--- src/rtl/fdiv.sv ---
// Iterative IEEE-754 single-precision divider: restoring radix-2 core with full rounding and flags.
// Optional build macro FDIV_SPECIAL_FAST_EN: special operands finish straight out of PREP.
module fdiv (
    input  logic        clk,
    input  logic        rst_n,
    input  logic        start,
    input  logic [31:0] a,
    input  logic [31:0] b,
    input  logic [1:0]  rm,
    output logic        busy,
    output logic        done,
    output logic [31:0] s,
    output logic        Invalid,
    output logic        DZ,
    output logic        OF,
    output logic        UF,
    output logic        NX
);

    // state | meaning
    // IDLE  | waiting for start; operands latched on the accepting edge
    // PREP  | unpack, normalize subnormals, classify specials, exponent difference
    // DIV   | 26 restoring-division iterations, one quotient bit each
    // ROUND | denormal align, round, pack, flags, done pulse
    typedef enum logic [1:0] {IDLE, PREP, DIV, ROUND} state_t;

    state_t state, state_nx;

    logic [31:0]        a_q, b_q;
    logic [1:0]         rm_q;
    logic               sign_q;
    logic signed [11:0] exp_q;
    logic [23:0]        mb_q;
    logic [25:0]        rem_q;
    logic [25:0]        quo_q;
    logic [4:0]         cnt_q;
    logic               spec_q, spec_inv_q, spec_dz_q;
    logic [31:0]        spec_res_q;

    function automatic logic [4:0] lzc24(input logic [23:0] v);
        logic [4:0] n;
        n = 5'd0;
        for (int i = 0; i < 24; i++) begin
            if (v[i]) n = 5'(23 - i);
        end
        return n;
    endfunction

    function automatic logic rnd_inc(input logic [1:0] mode, input logic sgn,
                                     input logic lsb, input logic g, input logic r,
                                     input logic st);
        logic inc;
        case (mode)
            2'b00:   inc = g & (r | st | lsb);
            2'b01:   inc = sgn & (g | r | st);
            2'b10:   inc = ~sgn & (g | r | st);
            default: inc = 1'b0;
        endcase
        return inc;
    endfunction

    // PREP datapath
    logic [7:0]         ea_f, eb_f;
    logic               a_zero, a_inf, a_nan, b_zero, b_inf, b_nan;
    logic [23:0]        siga, sigb, ma, mb;
    logic [4:0]         lza, lzb;
    logic signed [11:0] expa, expb, ediff;
    logic               m_lt, sgn;
    logic               sp_nan, sp_dz, sp_inf, sp_zero, sp_any;
    logic [31:0]        sp_res;

    always_comb begin
        ea_f   = a_q[30:23];
        eb_f   = b_q[30:23];
        a_zero = (ea_f == 8'd0) && (a_q[22:0] == 23'd0);
        b_zero = (eb_f == 8'd0) && (b_q[22:0] == 23'd0);
        a_inf  = (ea_f == 8'hff) && (a_q[22:0] == 23'd0);
        b_inf  = (eb_f == 8'hff) && (b_q[22:0] == 23'd0);
        a_nan  = (ea_f == 8'hff) && (a_q[22:0] != 23'd0);
        b_nan  = (eb_f == 8'hff) && (b_q[22:0] != 23'd0);
        siga   = {ea_f != 8'd0, a_q[22:0]};
        sigb   = {eb_f != 8'd0, b_q[22:0]};
        lza    = lzc24(siga);
        lzb    = lzc24(sigb);
        ma     = siga << lza;
        mb     = sigb << lzb;
        m_lt   = ma < mb;
        sgn    = a_q[31] ^ b_q[31];
        expa   = $signed({4'd0, (ea_f == 8'd0) ? 8'd1 : ea_f}) - $signed({7'd0, lza});
        expb   = $signed({4'd0, (eb_f == 8'd0) ? 8'd1 : eb_f}) - $signed({7'd0, lzb});
        // a smaller significand is pre-doubled so the quotient always lands in [1,2)
        ediff  = expa - expb + 12'sd127 - (m_lt ? 12'sd1 : 12'sd0);

        sp_nan  = a_nan | b_nan | (a_zero & b_zero) | (a_inf & b_inf);
        sp_dz   = b_zero & ~a_zero & ~a_inf;
        sp_inf  = a_inf & ~b_inf;
        sp_zero = (b_inf & ~a_inf) | (a_zero & ~b_zero);
        sp_any  = sp_nan | sp_dz | sp_inf | sp_zero;
        if (sp_nan)
            sp_res = 32'h7fc00000;
        else if (sp_dz || sp_inf)
            sp_res = {sgn, 8'hff, 23'd0};
        else
            sp_res = {sgn, 31'd0};
    end

    // DIV step
    logic        rem_ge;
    logic [25:0] rem_sub;

    always_comb begin
        rem_ge  = rem_q >= {2'b00, mb_q};
        rem_sub = rem_ge ? (rem_q - {2'b00, mb_q}) : rem_q;
    end

    // ROUND datapath
    logic [5:0]  shamt;
    logic [57:0] wide;
    logic [23:0] mant;
    logic        g_b, r_b, st_b, inexact, inc, inc_n, tiny, ovf, ovf_max;
    logic [24:0] mant_r;
    logic [11:0] base_e;
    logic [34:0] mag;
    logic [31:0] fin_s;
    logic        fin_inv, fin_dz, fin_of, fin_uf, fin_nx;

    always_comb begin
        if (exp_q > 12'sd0)
            shamt = 6'd0;
        else if (exp_q < -12'sd25)
            shamt = 6'd27;
        else
            shamt = 6'(12'sd1 - exp_q);
        wide    = {quo_q, 32'd0} >> shamt;
        mant    = wide[57:34];
        g_b     = wide[33];
        r_b     = wide[32];
        st_b    = (|wide[31:0]) | (|rem_q);
        inexact = g_b | r_b | st_b;
        inc     = rnd_inc(rm_q, sign_q, mant[0], g_b, r_b, st_b);
        mant_r  = {1'b0, mant} + {24'd0, inc};
        base_e  = (exp_q > 12'sd0) ? 12'(exp_q - 12'sd1) : 12'd0;
        // a carry out of mant_r bumps the exponent field through the add
        mag     = {base_e, 23'd0} + {10'd0, mant_r};
        ovf     = mag >= 35'h07f800000;
        ovf_max = (rm_q == 2'b11) || (rm_q == 2'b01 && !sign_q) || (rm_q == 2'b10 && sign_q);
        // tininess judged as if the exponent range were unbounded
        inc_n   = rnd_inc(rm_q, sign_q, quo_q[2], quo_q[1], quo_q[0], |rem_q);
        tiny    = (exp_q < 12'sd1) && !((exp_q == 12'sd0) && inc_n && (&quo_q[25:2]));

        fin_s   = {sign_q, mag[30:0]};
        fin_inv = 1'b0;
        fin_dz  = 1'b0;
        fin_of  = 1'b0;
        fin_uf  = tiny & inexact;
        fin_nx  = inexact;
        if (spec_q) begin
            fin_s   = spec_res_q;
            fin_inv = spec_inv_q;
            fin_dz  = spec_dz_q;
            fin_uf  = 1'b0;
            fin_nx  = 1'b0;
        end else if (ovf) begin
            fin_s  = {sign_q, ovf_max ? 31'h7f7fffff : 31'h7f800000};
            fin_of = 1'b1;
            fin_uf = 1'b0;
            fin_nx = 1'b1;
        end
    end

    always_comb begin
        state_nx = state;
        case (state)
            IDLE:  if (start) state_nx = PREP;
`ifdef FDIV_SPECIAL_FAST_EN
            PREP:  state_nx = sp_any ? IDLE : DIV;
`else
            PREP:  state_nx = DIV;
`endif
            DIV:   if (cnt_q == 5'd0) state_nx = ROUND;
            ROUND: state_nx = IDLE;
            default: state_nx = IDLE;
        endcase
    end

    always_ff @(posedge clk or negedge rst_n) begin
        if (!rst_n) state <= IDLE;
        else        state <= state_nx;
    end

    assign busy = (state != IDLE);

    always_ff @(posedge clk or negedge rst_n) begin
        if (!rst_n) begin
            a_q        <= 32'd0;
            b_q        <= 32'd0;
            rm_q       <= 2'd0;
            sign_q     <= 1'b0;
            exp_q      <= 12'sd0;
            mb_q       <= 24'd0;
            rem_q      <= 26'd0;
            quo_q      <= 26'd0;
            cnt_q      <= 5'd0;
            spec_q     <= 1'b0;
            spec_inv_q <= 1'b0;
            spec_dz_q  <= 1'b0;
            spec_res_q <= 32'd0;
            done       <= 1'b0;
            s          <= 32'd0;
            Invalid    <= 1'b0;
            DZ         <= 1'b0;
            OF         <= 1'b0;
            UF         <= 1'b0;
            NX         <= 1'b0;
        end else begin
            done <= 1'b0;
            case (state)
                IDLE: begin
                    if (start) begin
                        a_q  <= a;
                        b_q  <= b;
                        rm_q <= rm;
                    end
                end
                PREP: begin
                    sign_q     <= sgn;
                    exp_q      <= ediff;
                    mb_q       <= mb;
                    rem_q      <= m_lt ? {1'b0, ma, 1'b0} : {2'b00, ma};
                    quo_q      <= 26'd0;
                    cnt_q      <= 5'd25;
                    spec_q     <= sp_any;
                    spec_inv_q <= sp_nan;
                    spec_dz_q  <= sp_dz & ~sp_nan;
                    spec_res_q <= sp_res;
`ifdef FDIV_SPECIAL_FAST_EN
                    if (sp_any) begin
                        s       <= sp_res;
                        Invalid <= sp_nan;
                        DZ      <= sp_dz & ~sp_nan;
                        OF      <= 1'b0;
                        UF      <= 1'b0;
                        NX      <= 1'b0;
                        done    <= 1'b1;
                    end
`endif
                end
                DIV: begin
                    rem_q <= {rem_sub[24:0], 1'b0};
                    quo_q <= {quo_q[24:0], rem_ge};
                    cnt_q <= cnt_q - 5'd1;
                end
                ROUND: begin
                    s       <= fin_s;
                    Invalid <= fin_inv;
                    DZ      <= fin_dz;
                    OF      <= fin_of;
                    UF      <= fin_uf;
                    NX      <= fin_nx;
                    done    <= 1'b1;
                end
                default: ;
            endcase
        end
    end

endmodule

--- config.mk ---
export PLATFORM = sky130hd
export DESIGN_NAME = fdiv
export DESIGN_NICKNAME = d
export VERILOG_FILES = /design/src/rtl/fdiv.sv
export SDC_FILE = /design/constraint.sdc
export NUM_CORES = 1
export LEC_CHECK = 0
export BUFFER_PORTS_ARGS = -buffer_cell sky130_fd_sc_hd__buf_4
export CAP_MARGIN = 20
export CORE_ASPECT_RATIO = 1.5
export CORE_UTILIZATION = 49
export CTS_CLUSTER_SIZE = 40
export DETAILED_ROUTE_END_ITERATION = 8
export PLACE_DENSITY = 0.69
export SETUP_SLACK_MARGIN = 0.4
export SLEW_MARGIN = 0
export SYNTH_ARGS = -nofsm -noshare
export SYNTH_HDL_FRONTEND = slang
export SYNTH_SLANG_ARGS = --single-unit
--- constraint.sdc ---
create_clock -name clk -period 8.09 [get_ports clk]
set_input_delay 0.4045 -clock clk [delete_from_list [all_inputs] [get_ports clk]]
set_output_delay 0.4045 -clock clk [all_outputs]
set_load 0.01 [all_outputs]
# Yosys cells after proc, flatten, opt, wreduce, memory -nomap -nowiden
# Index checks and enable logic that the tools add are counted.
# W data, S select, Z words.
[word_totals]
reg_bits = 235
latch_bits = 0
ram_bits = 0
rom_bits = 0
elab_cells = 202
memories = 0
[classes]
n_addsub = 11
multipliers = 0
div_mod_pow = 0
order_cmp = 6
eq_ne = 10
n_shift = 3
muxes = 78
n_bitwise = 38
n_reduce_logical = 35
[op_table]
columns = ["operator", "n"]
rows = [
  ["$mux W5", 48],
  ["$pmux W26 S2", 2],
  ["$mux W32", 2],
  ["$mux W31", 2],
  ["$shr A58 B6 Y58", 1],
  ["$mux W25", 2],
  ["$shl A24 B5 Y24", 2],
  ["$logic_not A23 Y1", 2],
  ["$reduce_bool A23 Y1", 2],
  ["$add A35 B25 Y35", 1],
  ["$ge A35 B31 Y1 const B", 1],
  ["$reduce_or A32 Y1", 1],
  ["$ge A26 B24 Y1", 1],
  ["$reduce_or A26 Y1", 1],
  ["$add A24 B1 Y25", 1],
  ["$sub A25 B24 Y25", 1],
  ["$lt A24 B24 Y1", 1],
  ["$mux W24", 1],
  ["$reduce_and A24 Y1", 1],
  ["$sub A8 B5 Y9", 2],
  ["$eq A8 B8 Y1 const B", 2],
  ["$logic_not A8 Y1", 2],
  ["$mux W8", 2],
  ["$or A1 B1 Y1", 16],
  ["31 further kinds", 84],
]

# Logic depth before layout (Yosys ltp)
[logic_depth]
word_depth = 28
depth_mapped = 43
depth_no_buf = 41

# Least setup slack after synthesis
# OpenSTA, ideal clock, no wires.
[synth_timing]
path_kind = "flip-flop to flip-flop"
startpoint = "register a_q[0]"
endpoint = "register exp_q[9]"
t_arrival_ns = 7.560
required_ns = 8.013
path_slack_ns = 0.453
path_stages_with_launch = 41
path_buffers = 3
synth_period_minus_slack_ns = 7.637
cell_sequence = "dfrtp_1 > clkbuf_1 > nor2b_1 > o21bai_1 > a21oi_1 > o21bai_1 > a221oi_1 > a2111o_1 > a21o_1 > nand2_1 > buf_1 > clkbuf_1 > mux4_2 > nand3_1 > o31ai_1 > or3_1 > ha_1 > nand2_1 > [5 not listed] > a21oi_1 > a31oi_1 > inv_2 > ha_1 > inv_1 > ha_1 > ha_1 > inv_1 > fa_1 > nor2b_1 > o21ai_0 > nand2b_1 > a21o_1 > a21o_1 > a21o_1 > a21o_1 > xor2_1 > a21oi_1"
[synth_between]
elab_chain_len = 28
[synth_lines]
columns = ["item", "line", "text"]
rows = [
  ["from (decl)", "29", "logic [31:0] a_q, b_q;"],
  ["from (signal assigned)", "195", "a_q <= 32'd0;"],
  ["from (signal assigned)", "220", "a_q <= a;"],
  ["$mux W5 (24 in series)", "44", "if (v[i]) n = 5'(23 - i);"],
  ["$sub A8 B5 Y9 / $shl A24 B5 Y24 (equally long branches)", "89, 85", ""],
  ["$sub A9 B9 Y10 / $lt A24 B24 Y1 (equally long branches)", "92, 87", ""],
  ["$add A10 B8 Y11 / $mux W1 (equally long branches)", "92", "ediff = expa - expb + 12'sd127 - (m_lt ? 12'sd1 : 12'sd0);"],
  ["$sub A11 B2 Y12 (*)", "92", ""],
  ["to (signal assigned)", "227", "exp_q <= ediff;"],
  ["to (decl)", "32", "logic signed [11:0] exp_q;"],
]
# Mark *: on every way between the ends. The rest lies on a longest branch, timed or not.
# A chain may end at the register's enable or synchronous reset.

# Final worst setup path
[layout_timing]
startpoint = "register a_q[1]"
endpoint = "register exp_q[9]"
[layout_between]
elab_chain_len = 27
[layout_lines]
columns = ["item", "line"]
rows = [
  ["$mux W5 (23 in series)", "44"],
  ["$sub A8 B5 Y9 / $shl A24 B5 Y24 (equally long branches)", "89, 85"],
  ["$sub A9 B9 Y10 / $lt A24 B24 Y1 (equally long branches)", "92, 87"],
  ["$add A10 B8 Y11 / $mux W1 (equally long branches)", "92"],
  ["$sub A11 B2 Y12 (*)", "92"],
]
# Marked as above.

==> Implementation_results.wiki <==
{| class="wikitable"
! Metric !! Value
|-
| Remaining DRCs || 0
|-
| Utilization after layout || 58.0%
|-
| Total placed instance area || 0.0196 mm^2
|-
| Count of input and output buffers || 107
|-
| Die Width || 159 um
|-
| Final count of pins violating max slew || 0
|-
| Fill cells || 3313
|-
| Clock skew after layout || 0.0138 ns
|-
| Critical path required time || 8.47 ns
|-
| Relative slew slack || 31.3%
|-
| Fraction of layout instances using a drive strength above 1 || 20.9%
|-
| Unrepaired setup endpoints after global routing || false
|-
| Total routed wirelength || 62200 um
|-
| CTS H-Tree Depth || 1
|-
| Number of routed nets with antenna violations || 0
|-
| Cells after Synth || 2154
|-
| Number of rows created at floorplan || 85
|-
| Final total negative setup slack || 0 ns
|-
| Initial core utilization || 50.0%
|-
| Antenna violations before repair || 0
|-
| Total power per unit cell area || 472 mW/mm^2
|-
| Share of the cycle needed by the critical path after routing || 91.5%
|-
| Slew at the pin with the worst max-slew slack || 1.03 ns
|-
| Cell taking the most area after synthesis || dfrtp_1
|-
| Async set-or-reset flop fraction in the synthesized netlist || 100%
|-
| Path type of the worst min-delay path || primary input to flip-flop
|-
| Total number of clock tree sinks || 205
|-
| Net count of the mapped netlist || 2318
|-
| Final critical path time including I/O delays and setup || 7.41 ns
|-
| Per-instance average area after synthesis || 8.37 um^2
|-
| Sequential share of the synthesized area || 28.5%
|-
| TritonCTS buffer count || 23
|-
| Global routing met2 resource utilization || 59.4%
|-
| Total global-route track usage || 33.6%
|-
| Most used cell, CP || a21o_1
|-
| Synthesis Warnings || 0
|-
| Result of the run || finished, final reports clean
|-
| Post-synthesis instance area || 0.0180 mm^2
|-
| Hold Vio Cnt, Final || 0
|-
| Clock transition time at the flip-flop clock pins of the worst setup and hold paths || 0.06 ns
|-
| Area taken by multi-input logic gates || 0.0121 mm^2
|-
| Post-synth cell types || 102
|-
| Crit Path Class || flip-flop to flip-flop
|-
| Final setup vio count || 0
|-
| Final design instance area without fill || 0.0209 mm^2
|-
| Overflow after GRT || 0
|-
| Wire length of the first global-routing pass || 96900 um
|-
| Largest cells by area after synthesis || dfrtp_1, ha_1, mux2_2
|-
| Delay contributed by the slowest stage of the critical path || 0.51 ns
|-
| Avg WL per Cell || 22.5 um
|-
| Number of synthesized register bits || 205
|-
| Primary flip-flop cell chosen by synthesis mapping || dfrtp_1
|-
| Diode insertion count for antenna repair || 0
|-
| Bufs on Longest Clock Path || 3
|-
| Count of pins on the block boundary || 108
|-
| Endpoint class of the critical path || flip-flop
|-
| Area of the die || 0.0376 mm^2
|-
| Root buf cell || clkbuf_16
|-
| Maximum number of pins on one net before global-route repair || 85
|-
| TritonCTS clock tree || done
|-
| Critical Path Start Type || flip-flop
|-
| Detailed Routing Iterations Pass 1 || 6
|-
| Met3 routing resource usage after global routing || 3.88%
|-
| Avg Vias per Cell || 6.36
|-
| Die Y || 237 um
|-
| Max Fanout on Critical Path || 6
|-
| Number of maximum-capacitance constraint violations || 0
|-
| Area growth, synth to finish || 16.1%
|-
| Initial detailed-routing violation count || 1117
|-
| Achievable Freq || 135 MHz
|-
| Busiest metal layer after global routing || met2
|-
| Post-synth EDFFs || 0
|-
| Final weighted congestion in routability-driven placement || 1.00
|-
| WP data arrival || 7.79 ns
|-
| Number of nets in the layout || 2439
|-
| Slowest CP cell || mux4_2
|-
| Leakage power || 8.99 nW
|-
| Vias in the first global route || 17544
|-
| Total vias in the final route || 17607
|-
| Core footprint || 0.0361 mm^2
|-
| Detailed placer's ending HPWL || 48500 um
|-
| Reg area || 0.00514 mm^2
|-
| Share of the synthesized area in the top cell type || 28.5%
|-
| Met1 Use GR || 34.1%
|-
| Post-layout total power || 9.87 mW
|-
| Max rail drop VDD || 0.000301 V
|-
| Worst-Skew Late Latency || 0.54 ns
|}
per-layer routing:
| metal | vias to the layer above | share of wire [%] | wire (um) |
|---|---|---|---|
| met5 | - | 0 | 0 |
| met4 | 0 | 11 | 6540 |
| met3 | 302 | 4.7 | 2910 |
| met2 | 723 | 51 | 31500 |
| met1 | 8408 | 34 | 21200 |
| li1 | 8174 | - | - |
registers in the layout, indices dropped and copies added, names as in the netlist, 2 cells and up:
signal / count
quo_q: 26
exp_q: 12
state: 2
a_q: 32
rem_q: 26
b_q: 32
rm_q: 2
spec_res_q: 3
s: 32
mb_q: 24
cnt_q: 5
cells in the final DEF (no fill, tap or decap), types with 22 or more instances in the layout:
cell type	n
mux2_2	91
nand3_1	92
nand2b_1	30
a21o_1	29
nor4_1	31
mux4_2	29
nor3_1	49
mux2i_1	78
o21ai_0	133
o211ai_1	23
clkbuf_16	23
a211oi_1	22
a21oi_1	129
nand4_1	35
ha_1	86
buf_4	215
nand2_1	168
xnor2_1	36
inv_1	140
dfrtp_1	196
xor2_1	32
nor2_1	207
stage by stage:
step                cells  hold slack, ns  worst slack (ns)
floorplan            2154           0.109             0.453
global placement     2697           0.469             0.338
detailed placement   2697           0.485             0.309
CTS                  2738          0.0718             0.455
global route         2768          0.0802             0.347
finish               2768          0.0959             0.684
worst max-delay path, delay by kind of cell (launching register included):
| family | cells | cell delay, ns |
|---|---|---|
| compound gates | 19 | 3.76 |
| fa+ha+maj | 5 | 1.02 |
| mux | 2 | 0.82 |
| simple gates | 7 | 0.69 |
| flops | 1 | 0.42 |
| buf+inv | 4 | 0.38 |
| xor+xnor | 1 | 0.14 |
final cells by class:
class / count / area share (%)
tap: 478 / 2.86
multi-input combinational: 1675 / 57.8
clock inverter: 10 / 0.562
timing repair buffer: 225 / 8.46
sequential: 205 / 24.6
clock buffer: 30 / 3.12
inverter: 145 / 2.62
cells by family (layout without fill, tap and decap cells):
| kind of cell | Yosys count | count (layout) | synth area share (%) |
|---|---|---|---|
| fa+ha+maj | 95 | 95 | 6.85 |
| simple gates | 729 | 730 | 19.6 |
| buf+inv | 275 | 410 | 5.94 |
| compound gates | 575 | 575 | 21.7 |
| mux | 206 | 206 | 14.1 |
| other cells | 1 | 1 | 0.0208 |
| flops | 205 | 205 | 28.5 |
| xor+xnor | 68 | 68 | 3.31 |
final timing paths:
check	endpoint	slack (ns)	start	cells after the start
max in group asynchronous	mb_q[8]	5.42	rst_n	4
setup reg to reg	exp_q[9]	0.68	a_q[1]	38
hold / removal	a_q[22]	0.1	a[22]	2
min in group asynchronous	quo_q[21]	0.48	rst_n	2
hold reg to reg	cnt_q[0]	0.50	cnt_q[0]	1
setup / recovery	exp_q[9]	0.68	a_q[1]	38
timing repair:
item | in CTS | in global routing
pin swaps | 0 | 16
endpoints found under the setup margin | 2 | 6
setup buffers | 0 | 28
gates cloned | 0 | 1
hold buffers | 1 | 0
gates resized for setup | 6 | 64
hold endpoints to repair | 83 | 0
power by group:
part	switching [mW]	internal [mW]	total [mW]
Combinational	3.83	2.85	6.68
Clock	0.446	0.633	1.08
Sequential	0.626	1.48	2.11
Total	4.90	4.96	9.87
cells in the mapped netlist (all sizes together), types with 7 or more instances:
cell type,number
o221ai,21
dfrtp,205
buf,29
and2,19
nand2b,30
nor2b,16
a221oi,10
mux2,93
o211ai,24
clkbuf,101
a22oi,10
xnor2,36
o21ai,142
nand4,35
a211oi,25
a31oi,18
a21boi,9
o31ai,15
inv,143
xor2,32
nand2,176
nor3,53
a221o,15
nor4,35
a2111oi,9
o311ai,8
o21bai,9
o22ai,10
nor2,212
mux2i,84
a211o,7
o2111ai,7
nand3,92
o21a,12
ha,89
mux4,29
a21o,30
or3,10
a21oi,133
and3,19
Power figures use the tool's default switching activity.
